### config.mk
export PLATFORM = sky130hd
export DESIGN_NAME = dma_bus_arbiter_flat
export DESIGN_NICKNAME = d
export VERILOG_FILES = /design/src/rtl/dma_arbiter_pkg.sv /design/src/rtl/dma_bus_arbiter_if.sv /design/src/rtl/dma_page_registers.sv /design/src/rtl/dma_bus_arbiter.sv /design/src/flat_wrapper.sv
export SDC_FILE = /design/constraint.sdc
export NUM_CORES = 1
export LEC_CHECK = 0
export CORE_MARGIN = 2
export CORE_UTILIZATION = 46
export DETAILED_ROUTE_END_ITERATION = 7
export PLACE_DENSITY = 0.74
export SLEW_MARGIN = 30
export SYNTH_ARGS = -nofsm -noshare
export SYNTH_HDL_FRONTEND = slang
export SYNTH_SLANG_ARGS = --single-unit
### constraint.sdc
create_clock -name clock -period 2.3 [get_ports clock]
set_clock_uncertainty 0.2 [all_clocks]
set_input_delay 0.46 -clock clock [delete_from_list [all_inputs] [get_ports clock]]
set_output_delay 0.46 -clock clock [all_outputs]
set_load 0.03 [all_outputs]
### src/rtl/dma_arbiter_pkg.sv
// dma_arbiter_pkg
//   Shared definitions for the DMA bus arbiter: the arbitration state
//   encoding and the default values of the block parameters.
package dma_arbiter_pkg;

  typedef enum logic [2:0] {
    ST_IDLE     = 3'd0,
    ST_WAIT_CPU = 3'd1,
    ST_SETTLE   = 3'd2,
    ST_GRANTED  = 3'd3,
    ST_RELEASE  = 3'd4
  } arb_state_t;

  localparam int          DEF_PAGE_WIDTH    = 4;
  localparam int          DEF_GRANT_DELAY   = 2;
  localparam int          DEF_RELEASE_DELAY = 1;
  localparam int          DEF_TIMEOUT_WIDTH = 16;
  localparam logic [15:0] DEF_MAX_HOLD      = 16'hFFFF;

endpackage

### src/rtl/dma_bus_arbiter_if.sv
// dma_bus_arbiter_if
//   Bus-ownership handshake between the CPU, the 8237 DMA controller and
//   the arbiter.
//   hold_request     : HRQ from the DMA controller
//   hold_acknowledge : HLDA to the DMA controller
//   cpu_bus_idle     : CPU is in T4/Ti (no bus cycle in progress)
//   cpu_lock_n       : CPU LOCK, active low, blocks a grant
//   cpu_bus_release  : tri-states the CPU address/data/control drivers
//   dma_acknowledge  : DACK[3:0] from the DMA controller, active high
//   modport master   : the arbiter side
//   modport slave    : the CPU / DMA controller side
interface dma_bus_arbiter_if;
  logic       hold_request;
  logic       hold_acknowledge;
  logic       cpu_bus_idle;
  logic       cpu_lock_n;
  logic       cpu_bus_release;
  logic [3:0] dma_acknowledge;

  modport master (
    input  hold_request,
    input  cpu_bus_idle,
    input  cpu_lock_n,
    input  dma_acknowledge,
    output hold_acknowledge,
    output cpu_bus_release
  );

  modport slave (
    output hold_request,
    output cpu_bus_idle,
    output cpu_lock_n,
    output dma_acknowledge,
    input  hold_acknowledge,
    input  cpu_bus_release
  );
endinterface

### src/rtl/dma_page_registers.sv
// dma_page_registers
//   Four channel page registers supplying the address bits above the DMA
//   controller's 16-bit address.
//   clock, reset_n   : clock, asynchronous active-low reset
//   page_write       : write strobe for page_q[page_select]
//   page_select      : channel index for write and readback
//   page_data_in     : write data
//   dma_acknowledge  : DACK[3:0], selects the page driven on the bus
//   page_data_out    : combinational readback of page_q[page_select]
//   dma_high_address : page of the lowest-index acknowledged channel, else 0
module dma_page_registers
  import dma_arbiter_pkg::*;
#(
  parameter int PAGE_WIDTH = DEF_PAGE_WIDTH
) (
  input  logic                  clock,
  input  logic                  reset_n,
  input  logic                  page_write,
  input  logic [1:0]            page_select,
  input  logic [PAGE_WIDTH-1:0] page_data_in,
  input  logic [3:0]            dma_acknowledge,
  output logic [PAGE_WIDTH-1:0] page_data_out,
  output logic [PAGE_WIDTH-1:0] dma_high_address
);

  logic [PAGE_WIDTH-1:0] page_q [4];

  always_ff @(posedge clock or negedge reset_n) begin
    if (!reset_n) begin
      for (int i = 0; i < 4; i++) page_q[i] <= '0;
    end else if (page_write) begin
      page_q[page_select] <= page_data_in;
    end
  end

  assign page_data_out = page_q[page_select];

  // Scanning from the top down lets the lowest asserted DACK bit win when
  // more than one is (abnormally) active.
  always_comb begin
    dma_high_address = '0;
    for (int i = 3; i >= 0; i--) begin
      if (dma_acknowledge[i]) dma_high_address = page_q[i];
    end
  end

endmodule

### src/rtl/dma_bus_arbiter.sv
// dma_bus_arbiter
//   Hands the system bus from the CPU to the DMA controller: HRQ becomes
//   HLDA only after the CPU is idle and unlocked and its drivers have been
//   released for GRANT_DELAY cycles. Also hosts the page registers and a
//   watchdog that flags overly long DMA tenures.
//   clock, reset_n   : clock, asynchronous active-low reset
//   bus              : handshake interface (master modport)
//   page_write/page_select/page_data_in/page_data_out : page register port
//   dma_high_address : page of the acknowledged channel
//   hold_timeout     : sticky watchdog flag
//   clear_timeout    : synchronous clear of hold_timeout (set wins)
module dma_bus_arbiter
  import dma_arbiter_pkg::*;
#(
  parameter int                       PAGE_WIDTH    = DEF_PAGE_WIDTH,
  parameter int                       GRANT_DELAY   = DEF_GRANT_DELAY,
  parameter int                       RELEASE_DELAY = DEF_RELEASE_DELAY,
  parameter int                       TIMEOUT_WIDTH = DEF_TIMEOUT_WIDTH,
  parameter logic [TIMEOUT_WIDTH-1:0] MAX_HOLD      = DEF_MAX_HOLD
) (
  input  logic                  clock,
  input  logic                  reset_n,
  dma_bus_arbiter_if.master     bus,
  input  logic                  page_write,
  input  logic [1:0]            page_select,
  input  logic [PAGE_WIDTH-1:0] page_data_in,
  output logic [PAGE_WIDTH-1:0] page_data_out,
  output logic [PAGE_WIDTH-1:0] dma_high_address,
  output logic                  hold_timeout,
  input  logic                  clear_timeout
);

  localparam int MAX_DELAY = (GRANT_DELAY > RELEASE_DELAY) ? GRANT_DELAY : RELEASE_DELAY;
  localparam int DLY_W     = $clog2(MAX_DELAY + 1);
  localparam logic [DLY_W-1:0] GRANT_LOAD   = DLY_W'(GRANT_DELAY);
  localparam logic [DLY_W-1:0] RELEASE_LOAD = DLY_W'(RELEASE_DELAY);
  localparam logic [DLY_W-1:0] DLY_LAST     = DLY_W'(1);

  arb_state_t               state_q, state_d;
  logic [DLY_W-1:0]         dly_q, dly_d;
  logic [TIMEOUT_WIDTH-1:0] wd_cnt_q, wd_cnt_d;
  logic                     timeout_q, timeout_d;
  logic                     wd_set;

  // State register plus the delay counter and watchdog that travel with it.
  always_ff @(posedge clock or negedge reset_n) begin
    if (!reset_n) begin
      state_q   <= ST_IDLE;
      dly_q     <= '0;
      wd_cnt_q  <= '0;
      timeout_q <= 1'b0;
    end else begin
      state_q   <= state_d;
      dly_q     <= dly_d;
      wd_cnt_q  <= wd_cnt_d;
      timeout_q <= timeout_d;
    end
  end

  // Next-state logic. The delay counter holds the number of cycles left in
  // SETTLE/RELEASE, so the exit happens while it reads 1.
  always_comb begin
    state_d = state_q;
    dly_d   = dly_q;
    unique case (state_q)
      ST_IDLE: begin
        if (bus.hold_request) state_d = ST_WAIT_CPU;
      end
      ST_WAIT_CPU: begin
        if (!bus.hold_request) begin
          state_d = ST_IDLE;
        end else if (bus.cpu_bus_idle && bus.cpu_lock_n) begin
          state_d = ST_SETTLE;
          dly_d   = GRANT_LOAD;
        end
      end
      ST_SETTLE: begin
        // A withdrawn request still has to unwind through RELEASE because
        // the CPU drivers are already off the bus.
        if (!bus.hold_request) begin
          state_d = ST_RELEASE;
          dly_d   = RELEASE_LOAD;
        end else if (dly_q == DLY_LAST) begin
          state_d = ST_GRANTED;
        end else begin
          dly_d = dly_q - 1'b1;
        end
      end
      ST_GRANTED: begin
        if (!bus.hold_request) begin
          state_d = ST_RELEASE;
          dly_d   = RELEASE_LOAD;
        end
      end
      ST_RELEASE: begin
        if (dly_q == DLY_LAST) state_d = ST_IDLE;
        else                   dly_d   = dly_q - 1'b1;
      end
      default: state_d = ST_IDLE;
    endcase
  end

  // Watchdog: counts GRANTED cycles from zero on each new tenure. The set
  // term stays true once saturated so it keeps beating clear_timeout.
  always_comb begin
    wd_cnt_d  = wd_cnt_q;
    wd_set    = (state_q == ST_GRANTED) && (wd_cnt_q >= MAX_HOLD - 1'b1);
    if (state_d == ST_GRANTED && state_q != ST_GRANTED) begin
      wd_cnt_d = '0;
    end else if (state_q == ST_GRANTED && wd_cnt_q != MAX_HOLD) begin
      wd_cnt_d = wd_cnt_q + 1'b1;
    end
    timeout_d = timeout_q;
    if (wd_set)             timeout_d = 1'b1;
    else if (clear_timeout) timeout_d = 1'b0;
  end

  // Outputs decode straight from the state register.
  always_comb begin
    bus.cpu_bus_release  = (state_q == ST_SETTLE) || (state_q == ST_GRANTED) ||
                           (state_q == ST_RELEASE);
    bus.hold_acknowledge = (state_q == ST_GRANTED);
  end

  assign hold_timeout = timeout_q;

  dma_page_registers #(
    .PAGE_WIDTH(PAGE_WIDTH)
  ) u_pages (
    .clock           (clock),
    .reset_n         (reset_n),
    .page_write      (page_write),
    .page_select     (page_select),
    .page_data_in    (page_data_in),
    .dma_acknowledge (bus.dma_acknowledge),
    .page_data_out   (page_data_out),
    .dma_high_address(dma_high_address)
  );

endmodule

### src/flat_wrapper.sv
// flat-port wrapper written by rule: the top's interface ports become plain ports
module dma_bus_arbiter_flat import dma_arbiter_pkg::*;
#(
  parameter int                       PAGE_WIDTH    = DEF_PAGE_WIDTH,
  parameter int                       GRANT_DELAY   = DEF_GRANT_DELAY,
  parameter int                       RELEASE_DELAY = DEF_RELEASE_DELAY,
  parameter int                       TIMEOUT_WIDTH = DEF_TIMEOUT_WIDTH,
  parameter logic [TIMEOUT_WIDTH-1:0] MAX_HOLD      = DEF_MAX_HOLD
)
  (clock, reset_n, page_write, page_select, page_data_in, page_data_out, dma_high_address, hold_timeout, clear_timeout, bus_hold_request, bus_cpu_bus_idle, bus_cpu_lock_n, bus_dma_acknowledge, bus_hold_acknowledge, bus_cpu_bus_release);
  dma_bus_arbiter_if bus_i ();
  input  logic clock;
  input  logic reset_n;
  input  logic page_write;
  input  logic [1:0] page_select;
  input  logic [PAGE_WIDTH-1:0] page_data_in;
  output logic [PAGE_WIDTH-1:0] page_data_out;
  output logic [PAGE_WIDTH-1:0] dma_high_address;
  output logic hold_timeout;
  input  logic clear_timeout;
  input wire logic [$bits(bus_i.hold_request)-1:0] bus_hold_request;
  input wire logic [$bits(bus_i.cpu_bus_idle)-1:0] bus_cpu_bus_idle;
  input wire logic [$bits(bus_i.cpu_lock_n)-1:0] bus_cpu_lock_n;
  input wire logic [$bits(bus_i.dma_acknowledge)-1:0] bus_dma_acknowledge;
  output wire logic [$bits(bus_i.hold_acknowledge)-1:0] bus_hold_acknowledge;
  output wire logic [$bits(bus_i.cpu_bus_release)-1:0] bus_cpu_bus_release;
  assign bus_i.hold_request = bus_hold_request;
  assign bus_i.cpu_bus_idle = bus_cpu_bus_idle;
  assign bus_i.cpu_lock_n = bus_cpu_lock_n;
  assign bus_i.dma_acknowledge = bus_dma_acknowledge;
  assign bus_hold_acknowledge = bus_i.hold_acknowledge;
  assign bus_cpu_bus_release = bus_i.cpu_bus_release;
  dma_bus_arbiter #(.PAGE_WIDTH(PAGE_WIDTH), .GRANT_DELAY(GRANT_DELAY), .RELEASE_DELAY(RELEASE_DELAY), .TIMEOUT_WIDTH(TIMEOUT_WIDTH), .MAX_HOLD(MAX_HOLD)) u_core (.clock(clock), .reset_n(reset_n), .bus(bus_i), .page_write(page_write), .page_select(page_select), .page_data_in(page_data_in), .page_data_out(page_data_out), .dma_high_address(dma_high_address), .hold_timeout(hold_timeout), .clear_timeout(clear_timeout));
endmodule
==> implementation parameters, run 1 <==
Parameter                              Value

Outcome
  Outcome ... finished, final reports clean

Final layout
  Final cell count without fillers ... 296
  Fin area ... 2623 µm²
  Most frequent cells in the layout ... sky130_fd_sc_hd__dfrtp_1 (38), sky130_fd_sc_hd__nand2_1 (17), sky130_fd_sc_hd__mux2_2 (17), sky130_fd_sc_hd__buf_4 (17), sky130_fd_sc_hd__nor3_1 (12)
  Antenna diode count ... 0
  Commonest non-fill, non-tap cell in the layout ... sky130_fd_sc_hd__dfrtp_1
  Layout Nets ... 265
  Layout area overhead ... 22.50%
  Share of post-route cells with drive strength above 1 ... 25.00%

Power
  Switching power share of the total ... 34.32%
  Internal power summed over all cells ... 1.277 mW
  Total net switching power ... 0.6673 mW
  Peak VDD IR ... 461.7 µV
  Overall power ... 1.945 mW
  Portion of total power attributed to sequential cells ... 49.2%
  Cell leakage power ... 1.121 nW
  Areal power density over the cells ... 741.5 nW/µm²
  Clk pwr share ... 22.1%
  Portion of total power attributed to combinational logic ... 28.7%

GRT
  Via count of the first global-routing pass ... 1703
  Overflow left after global routing ... 0
  Largest net degree at the start of global routing ... 24
  Total global-route track usage ... 19.12%
  Wire length of the first global-routing pass ... 7.755 mm
  Number of antenna violations at the first check in global routing ... 0

Clocking
  CTS Buffer Depth ... 2
  Source-to-sink clock delay at the later pin of the worst-skew pair ... 0.29 ns
  Total clock sinks ... 38
  Clk pin slew, worst setup/hold paths ... 0.07 ns
  Number of buffers inserted during clock tree synthesis ... 5
  CTS tree ... built
  Clock root buffer master ... sky130_fd_sc_hd__clkbuf_8
  H-tree levels ... 2
  Post-CTS setup-driven buffer insertion count ... 0

Timing
  Unrepaired setup endpoints after global routing ... no
  Number of max-slew violations in the final report ... 0
  Summed negative setup slack over all endpoints ... 0 ns
  Final setup violation count ... 0
  Final worst setup slack ... 0.04757 ns
  Max-slew headroom ... 61.68%
  Max Freq ... 444.0 MHz
  Min Clock Period, post-route ... 2.252 ns
  Final Hold Fails ... 0
  Final period utilization ... 97.93%
  Slew @ Worst Pin ... 0.5695 ns

Placed design
  Final RePlAce weighted congestion ... 0.8245
  Port bufs ... 27
  Detailed placer's ending HPWL ... 3.254 mm
  Placed cell count ... 288
  Standard cell area after detailed placement ... 2526 µm²
  Placement-stage worst setup slack ... -0.6293 ns

Worst setup path
  Worst-path maximum fanout ... 8
  Delay of the slowest cell on the worst path ... 0.56 ns
  Type of element launching the critical path ... primary input
  Crit path cell chain ... clkdlybuf4s50_1 -> o31ai_1 -> buf_4
  Critical path class ... in -> out
  Critical Path Sink Type ... output pin
  CP max-delay cell ... sky130_fd_sc_hd__clkdlybuf4s50_1
  Arrival @ worst endpoint ... 1.59 ns
  Required time at the worst-slack endpoint ... 1.64 ns

Synth
  Synthesized area per cell ... 10.55 µm²
  Cell area after synthesis ... 2141 µm²
  Flip-flop and latch count after synthesis ... 38
  Number of flops mapped to enable cells by yosys ... 0
  Primary FF master, synth ... sky130_fd_sc_hd__dfrtp_1
  Total of warnings raised by yosys ... 0
  Share of synthesized area occupied by flip-flops and latches ... 44.42%
  Fraction of registers with async set/reset ... 100.0%
  Post-Synthesis Net Count ... 224
  Number of distinct library cells after synthesis ... 49
  Mapped Cells ... 203

Routing
  Remaining routing DRC violations ... 0
  Final Routed Wirelength ... 4.433 mm
  Detailed-route vias per instance ... 5.899
  Average wire per cell in the routed design ... 14.98 µm
  Residual antenna-violating net count after detailed routing ... 0
  First-pass detailed-route iteration total ... 4
  Via count ... 1746
  1st-iter DRT viols ... 79

Die
  Overall die width ... 72.22 µm
  Starting Density ... 48.50%
  Row count ... 24
  Die Height ... 72.22 µm
  IO Count ... 28
  Core area ... 4414 µm²
  Die Area ... 5216 µm²

Worst hold path
  HP Class ... reg -> reg

Flow run
  Number of max-cap violations ... 0
repair_timing:
action	4_1_cts	5_1_grt
hold endpoints to repair	22	0
gates resized for setup	22	0
setup endpoints to repair	9	0
hold buffers	1	0
sequential cells by signal (all words and copies together) (netlist names):
name                   count
u_core.dly_q               2
u_core.wd_cnt_q           16
u_core.state_q             3
u_core.hold_timeout        1
u_core.u_pages.page_q     16
final timing paths:
| kind | to | slack (ns) | start | depth (start not counted) |
|---|---|---|---|---|
| min | u_core.wd_cnt_q[9] | 0.30 | u_core.wd_cnt_q[9] | 1 |
| min in group asynchronous | u_core.u_pages.page_q[14] | 0.49 | reset_n | 2 |
| max | dma_high_address[0] | 0.05 | bus_dma_acknowledge[0] | 3 |
| min reg2reg | u_core.wd_cnt_q[9] | 0.30 | u_core.wd_cnt_q[9] | 1 |
| max in group asynchronous | u_core.wd_cnt_q[6] | 0.92 | reset_n | 3 |
| max reg2reg | u_core.wd_cnt_q[13] | 0.30 | u_core.wd_cnt_q[4] | 4 |
power by group through the flow:
stage          clock network [mW]  logic [mW]  registers, mW
2_1_floorplan                   0       0.400          0.924
3_3_place_gp                    0       0.549          0.963
3_5_place_dp                    0       0.567          0.969
4_1_cts                     0.450       0.562          0.956
5_1_grt                     0.481       0.619          0.980
6_report                    0.429       0.558          0.957
cells by family after synthesis:
family,Yosys count,share of synthesized area (%)
multiplexers,26,15.49
AND/OR/NAND/NOR,80,22.09
flip-flops,38,44.42
AO/OA/AOI/OAI,37,11.52
adder cells (fa/ha/maj),4,2.338
buffers and inverters,17,3.741
XOR/XNOR,1,0.4092
synthesized netlist by cell type, drive strengths merged (5+ instances only):
master   n  area, µm²
nor2     9      33.78
a21oi   10      50.05
mux2    17      191.4
dfrtp   38      950.9
nand3    8      40.04
mux2i    5      50.05
inv     10      37.54
nand2   17      63.81
o21ai    8      40.04
nor2b    5      38.78
nor4     5      31.28
nor3    12      60.06
final cells by class:
| class | count | area, µm² |
|---|---|---|
| clock inverter | 2 | 10.01 |
| fill | 369 | 1792 |
| timing repair buffer | 41 | 372.9 |
| inverter | 10 | 37.54 |
| multi-input combinational | 148 | 1117 |
| clock buffer | 5 | 68.82 |
| sequential | 38 | 950.9 |
| tap | 52 | 65.06 |
layer usage:
metal | GRT usage (%) | part of all wire, % | vias to the layer above
met5 | 0 | 0 | -
met4 | 8.176 | 2.0 | 0
met3 | 5.000 | 6.1 | 8
met2 | 31.40 | 45 | 51
met1 | 23.87 | 46 | 835
li1 | - | - | 852
worst max-delay path, delay by kind of cell:
| kind | cells | cell delay (ns) |
|---|---|---|
| compound gates | 1 | 0.35 |
| buf+inv | 2 | 0.78 |
per-stage QoR:
step | hold WS (ns) | util (%)
finish | 0.3033 | 59.41
global route | 0.3315 | 59.41
CTS | 0.3124 | 59.41
detailed placement | 0.2893 | 57.23
global placement | 0.2829 | 57.23
floorplan | -0.03559 | -
No activity file was read; power rests on OpenSTA's default activity.
==> run 2, diff against run 1 <==
--- a/config.mk
+++ b/config.mk
@@ -13,3 +13,4 @@
 export SYNTH_ARGS = -nofsm -noshare
 export SYNTH_HDL_FRONTEND = slang
 export SYNTH_SLANG_ARGS = --single-unit
+export TNS_END_PERCENT = 30
==> implementation parameters, run 2 (synthesized netlist as in run 1, its figures left out) <==
Parameter                              Value

GRT
  Wire length of the first global-routing pass ... 7.755 mm (unchanged)
  Overflow left after global routing ... 0 (unchanged)
  Largest net degree at the start of global routing ... 24 (unchanged)
  Via count of the first global-routing pass ... 1703 (unchanged)
  Total global-route track usage ... 19.12% (unchanged)
  Number of antenna violations at the first check in global routing ... 0 (unchanged)

Die
  Die Height ... 72.22 µm (unchanged)
  Starting Density ... 48.50% (unchanged)
  Row count ... 24 (unchanged)
  Die Area ... 5216 µm² (unchanged)
  Overall die width ... 72.22 µm (unchanged)
  Core area ... 4414 µm² (unchanged)
  IO Count ... 28 (unchanged)

Routing
  Met1 wire length ... 2.024 mm (was 2.058 mm)
  Residual antenna-violating net count after detailed routing ... 0 (unchanged)
  1st-iter DRT viols ... 103 (was 79)
  Average wire per cell in the routed design ... 15.02 µm (was 14.98 µm)
  Via count ... 1752 (was 1746)
  Detailed-route vias per instance ... 5.919 (was 5.899)
  Remaining routing DRC violations ... 0 (unchanged)
  Routed wire length on met2 ... 2.038 mm (was 2.016 mm)
  First-pass detailed-route iteration total ... 4 (unchanged)
  Met3 Routed Length ... 292 µm (was 269 µm)
  Final Routed Wirelength ... 4.445 mm (was 4.433 mm)
  Top routing layer in use ... met4 (unchanged)

Clocking
  Post-CTS setup-driven buffer insertion count ... 0 (unchanged)
  Clk pin slew, worst setup/hold paths ... 0.07 ns (about the same)
  CTS tree ... built (unchanged)
  Total clock sinks ... 38 (unchanged)
  Source-to-sink clock delay at the later pin of the worst-skew pair ... 0.29 ns (about the same)
  H-tree levels ... 2 (unchanged)
  CTS Buffer Depth ... 2 (unchanged)
  Clock root buffer master ... sky130_fd_sc_hd__clkbuf_8 (unchanged)
  Number of buffers inserted during clock tree synthesis ... 5 (unchanged)

Final layout
  Final cell count without fillers ... 296 (unchanged)
  Layout Nets ... 265 (unchanged)
  Number of fillers in the final layout ... 367 (was 369)
  Fin area ... 2636 µm² (was 2623 µm²)
  Share of post-route cells with drive strength above 1 ... 25.41% (was 25.00%)
  Largest regs ... u_core.u_pages.page_q (16), u_core.wd_cnt_q (16), u_core.state_q (3) (unchanged)
  Commonest non-fill, non-tap cell in the layout ... sky130_fd_sc_hd__dfrtp_1 (unchanged)
  Final cell utilization of the core ... 59.72% (was 59.41%)
  Antenna diode count ... 0 (unchanged)
  Layout area overhead ... 23.14% (was 22.50%)
  Most frequent cells in the layout ... sky130_fd_sc_hd__dfrtp_1 (38), sky130_fd_sc_hd__nand2_1 (17), sky130_fd_sc_hd__mux2_2 (17), sky130_fd_sc_hd__buf_4 (17), sky130_fd_sc_hd__nor3_1 (12) (unchanged)

Worst setup path
  Largest delay contributor family on the critical path ... buffers and inverters (unchanged)
  Required time at the worst-slack endpoint ... 1.64 ns (about the same)
  Delay of the slowest cell on the worst path ... 0.56 ns (about the same)
  Critical Path Sink Type ... output pin (unchanged)
  CP max-delay cell ... sky130_fd_sc_hd__clkdlybuf4s50_1 (unchanged)
  Type of element launching the critical path ... primary input (unchanged)
  Critical path class ... in -> out (unchanged)
  Worst-path maximum fanout ... 8 (unchanged)
  CP bufs+invs ... 2 (unchanged)
  Crit path cell chain ... clkdlybuf4s50_1 -> o31ai_1 -> buf_4 (unchanged)
  Arrival @ worst endpoint ... 1.58 ns (was 1.59 ns)

Power
  Cell leakage power ... 1.138 nW (was 1.121 nW)
  Peak VDD IR ... 459.5 µV (was 461.7 µV)
  Overall power ... 1.948 mW (was 1.945 mW)
  Areal power density over the cells ... 738.8 nW/µm² (was 741.5 nW/µm²)

Timing
  Final worst setup slack ... 0.05721 ns (was 0.04757 ns)
  Unrepaired setup endpoints after global routing ... no (unchanged)
  Hold Slack ... 0.3033 ns (about the same)
  Min Clock Period, post-route ... 2.243 ns (was 2.252 ns)
  Number of max-slew violations in the final report ... 0 (unchanged)
  Final setup violation count ... 0 (unchanged)
  Final Hold Fails ... 0 (unchanged)
  Slew @ Worst Pin ... 0.5662 ns (was 0.5695 ns)
  Max-slew headroom ... 61.91% (was 61.68%)
  Summed negative setup slack over all endpoints ... 0 ns (unchanged)
  Max Freq ... 445.9 MHz (was 444.0 MHz)
  Final period utilization ... 97.51% (was 97.93%)

Outcome
  Outcome ... finished, final reports clean (unchanged)

Worst hold path
  HP Class ... reg -> reg (unchanged)

Flow run
  Number of max-cap violations ... 0 (unchanged)

Placed design
  Port bufs ... 27 (unchanged)
  Standard cell area after detailed placement ... 2526 µm² (unchanged)
  Placement-stage worst setup slack ... -0.6293 ns (unchanged)
  Final RePlAce weighted congestion ... 0.8245 (unchanged)
  Detailed placer's ending HPWL ... 3.254 mm (unchanged)
  Placed cell count ... 288 (unchanged)
-- run 2: changes by cell type in the layout (fill, tap and decap cells not counted), sizes merged --
| cell | delta |
|---|---|
| dlygate4sd2 | -2 |
| dlymetal6s2s | +2 |
-- run 2: worst reg2reg max path, stage by stage (launching register included) --
cell and delay (ns):
sky130_fd_sc_hd__dfrtp_1 0.44, sky130_fd_sc_hd__nand4_4 0.20, sky130_fd_sc_hd__or3_4 0.47, sky130_fd_sc_hd__or4_1 0.47, sky130_fd_sc_hd__a21oi_1 0.15
-- run 2: cell type report --
type | instances | area [µm²] | share of cell area [%]
sequential | 38 | 950.9 | 36.07
inverter | 10 | 37.54 | 1.424
multi-input combinational | 148 | 1124 | 42.62
clock buffer | 5 | 68.82 | 2.610
timing repair buffer | 41 | 380.4 | 14.43
clock inverter | 2 | 10.01 | 0.3797
tap | 52 | 65.06 | 2.468
-- run 2: report_power, final --
part / switching [mW] / internal [mW]
Clock: 0.225 / 0.203
Combinational: 0.290 / 0.271
Sequential: 0.154 / 0.805
-- run 2: routing by layer --
layer / global-route usage (%) / vias up
li1: - / 852
met1: 23.87 / 831
met2: 31.40 / 61
met3: 5.000 / 8
met4: 8.176 / 0
met5: 0 / -
-- run 2: path summary, 6_finish.rpt --
check / startpoint / end / slack, ns / cells after the start
setup / recovery: bus_dma_acknowledge[0] / dma_high_address[0] / 0.06 / 3
hold reg to reg: u_core.wd_cnt_q[9] / u_core.wd_cnt_q[9] / 0.30 / 1
min in group asynchronous: reset_n / u_core.u_pages.page_q[14] / 0.49 / 2
hold / removal: u_core.wd_cnt_q[9] / u_core.wd_cnt_q[9] / 0.30 / 1
setup reg to reg: u_core.wd_cnt_q[4] / u_core.wd_cnt_q[13] / 0.30 / 4
max in group asynchronous: reset_n / u_core.wd_cnt_q[6] / 0.92 / 3
-- run 2: timing repair --
item | CTS | global route
pin swaps | 0 | 1
hold buffers | 1 | 0
endpoints found under the setup margin | 9 | 4
gates resized for setup | 20 | 4
endpoints found under the hold margin | 22 | 0
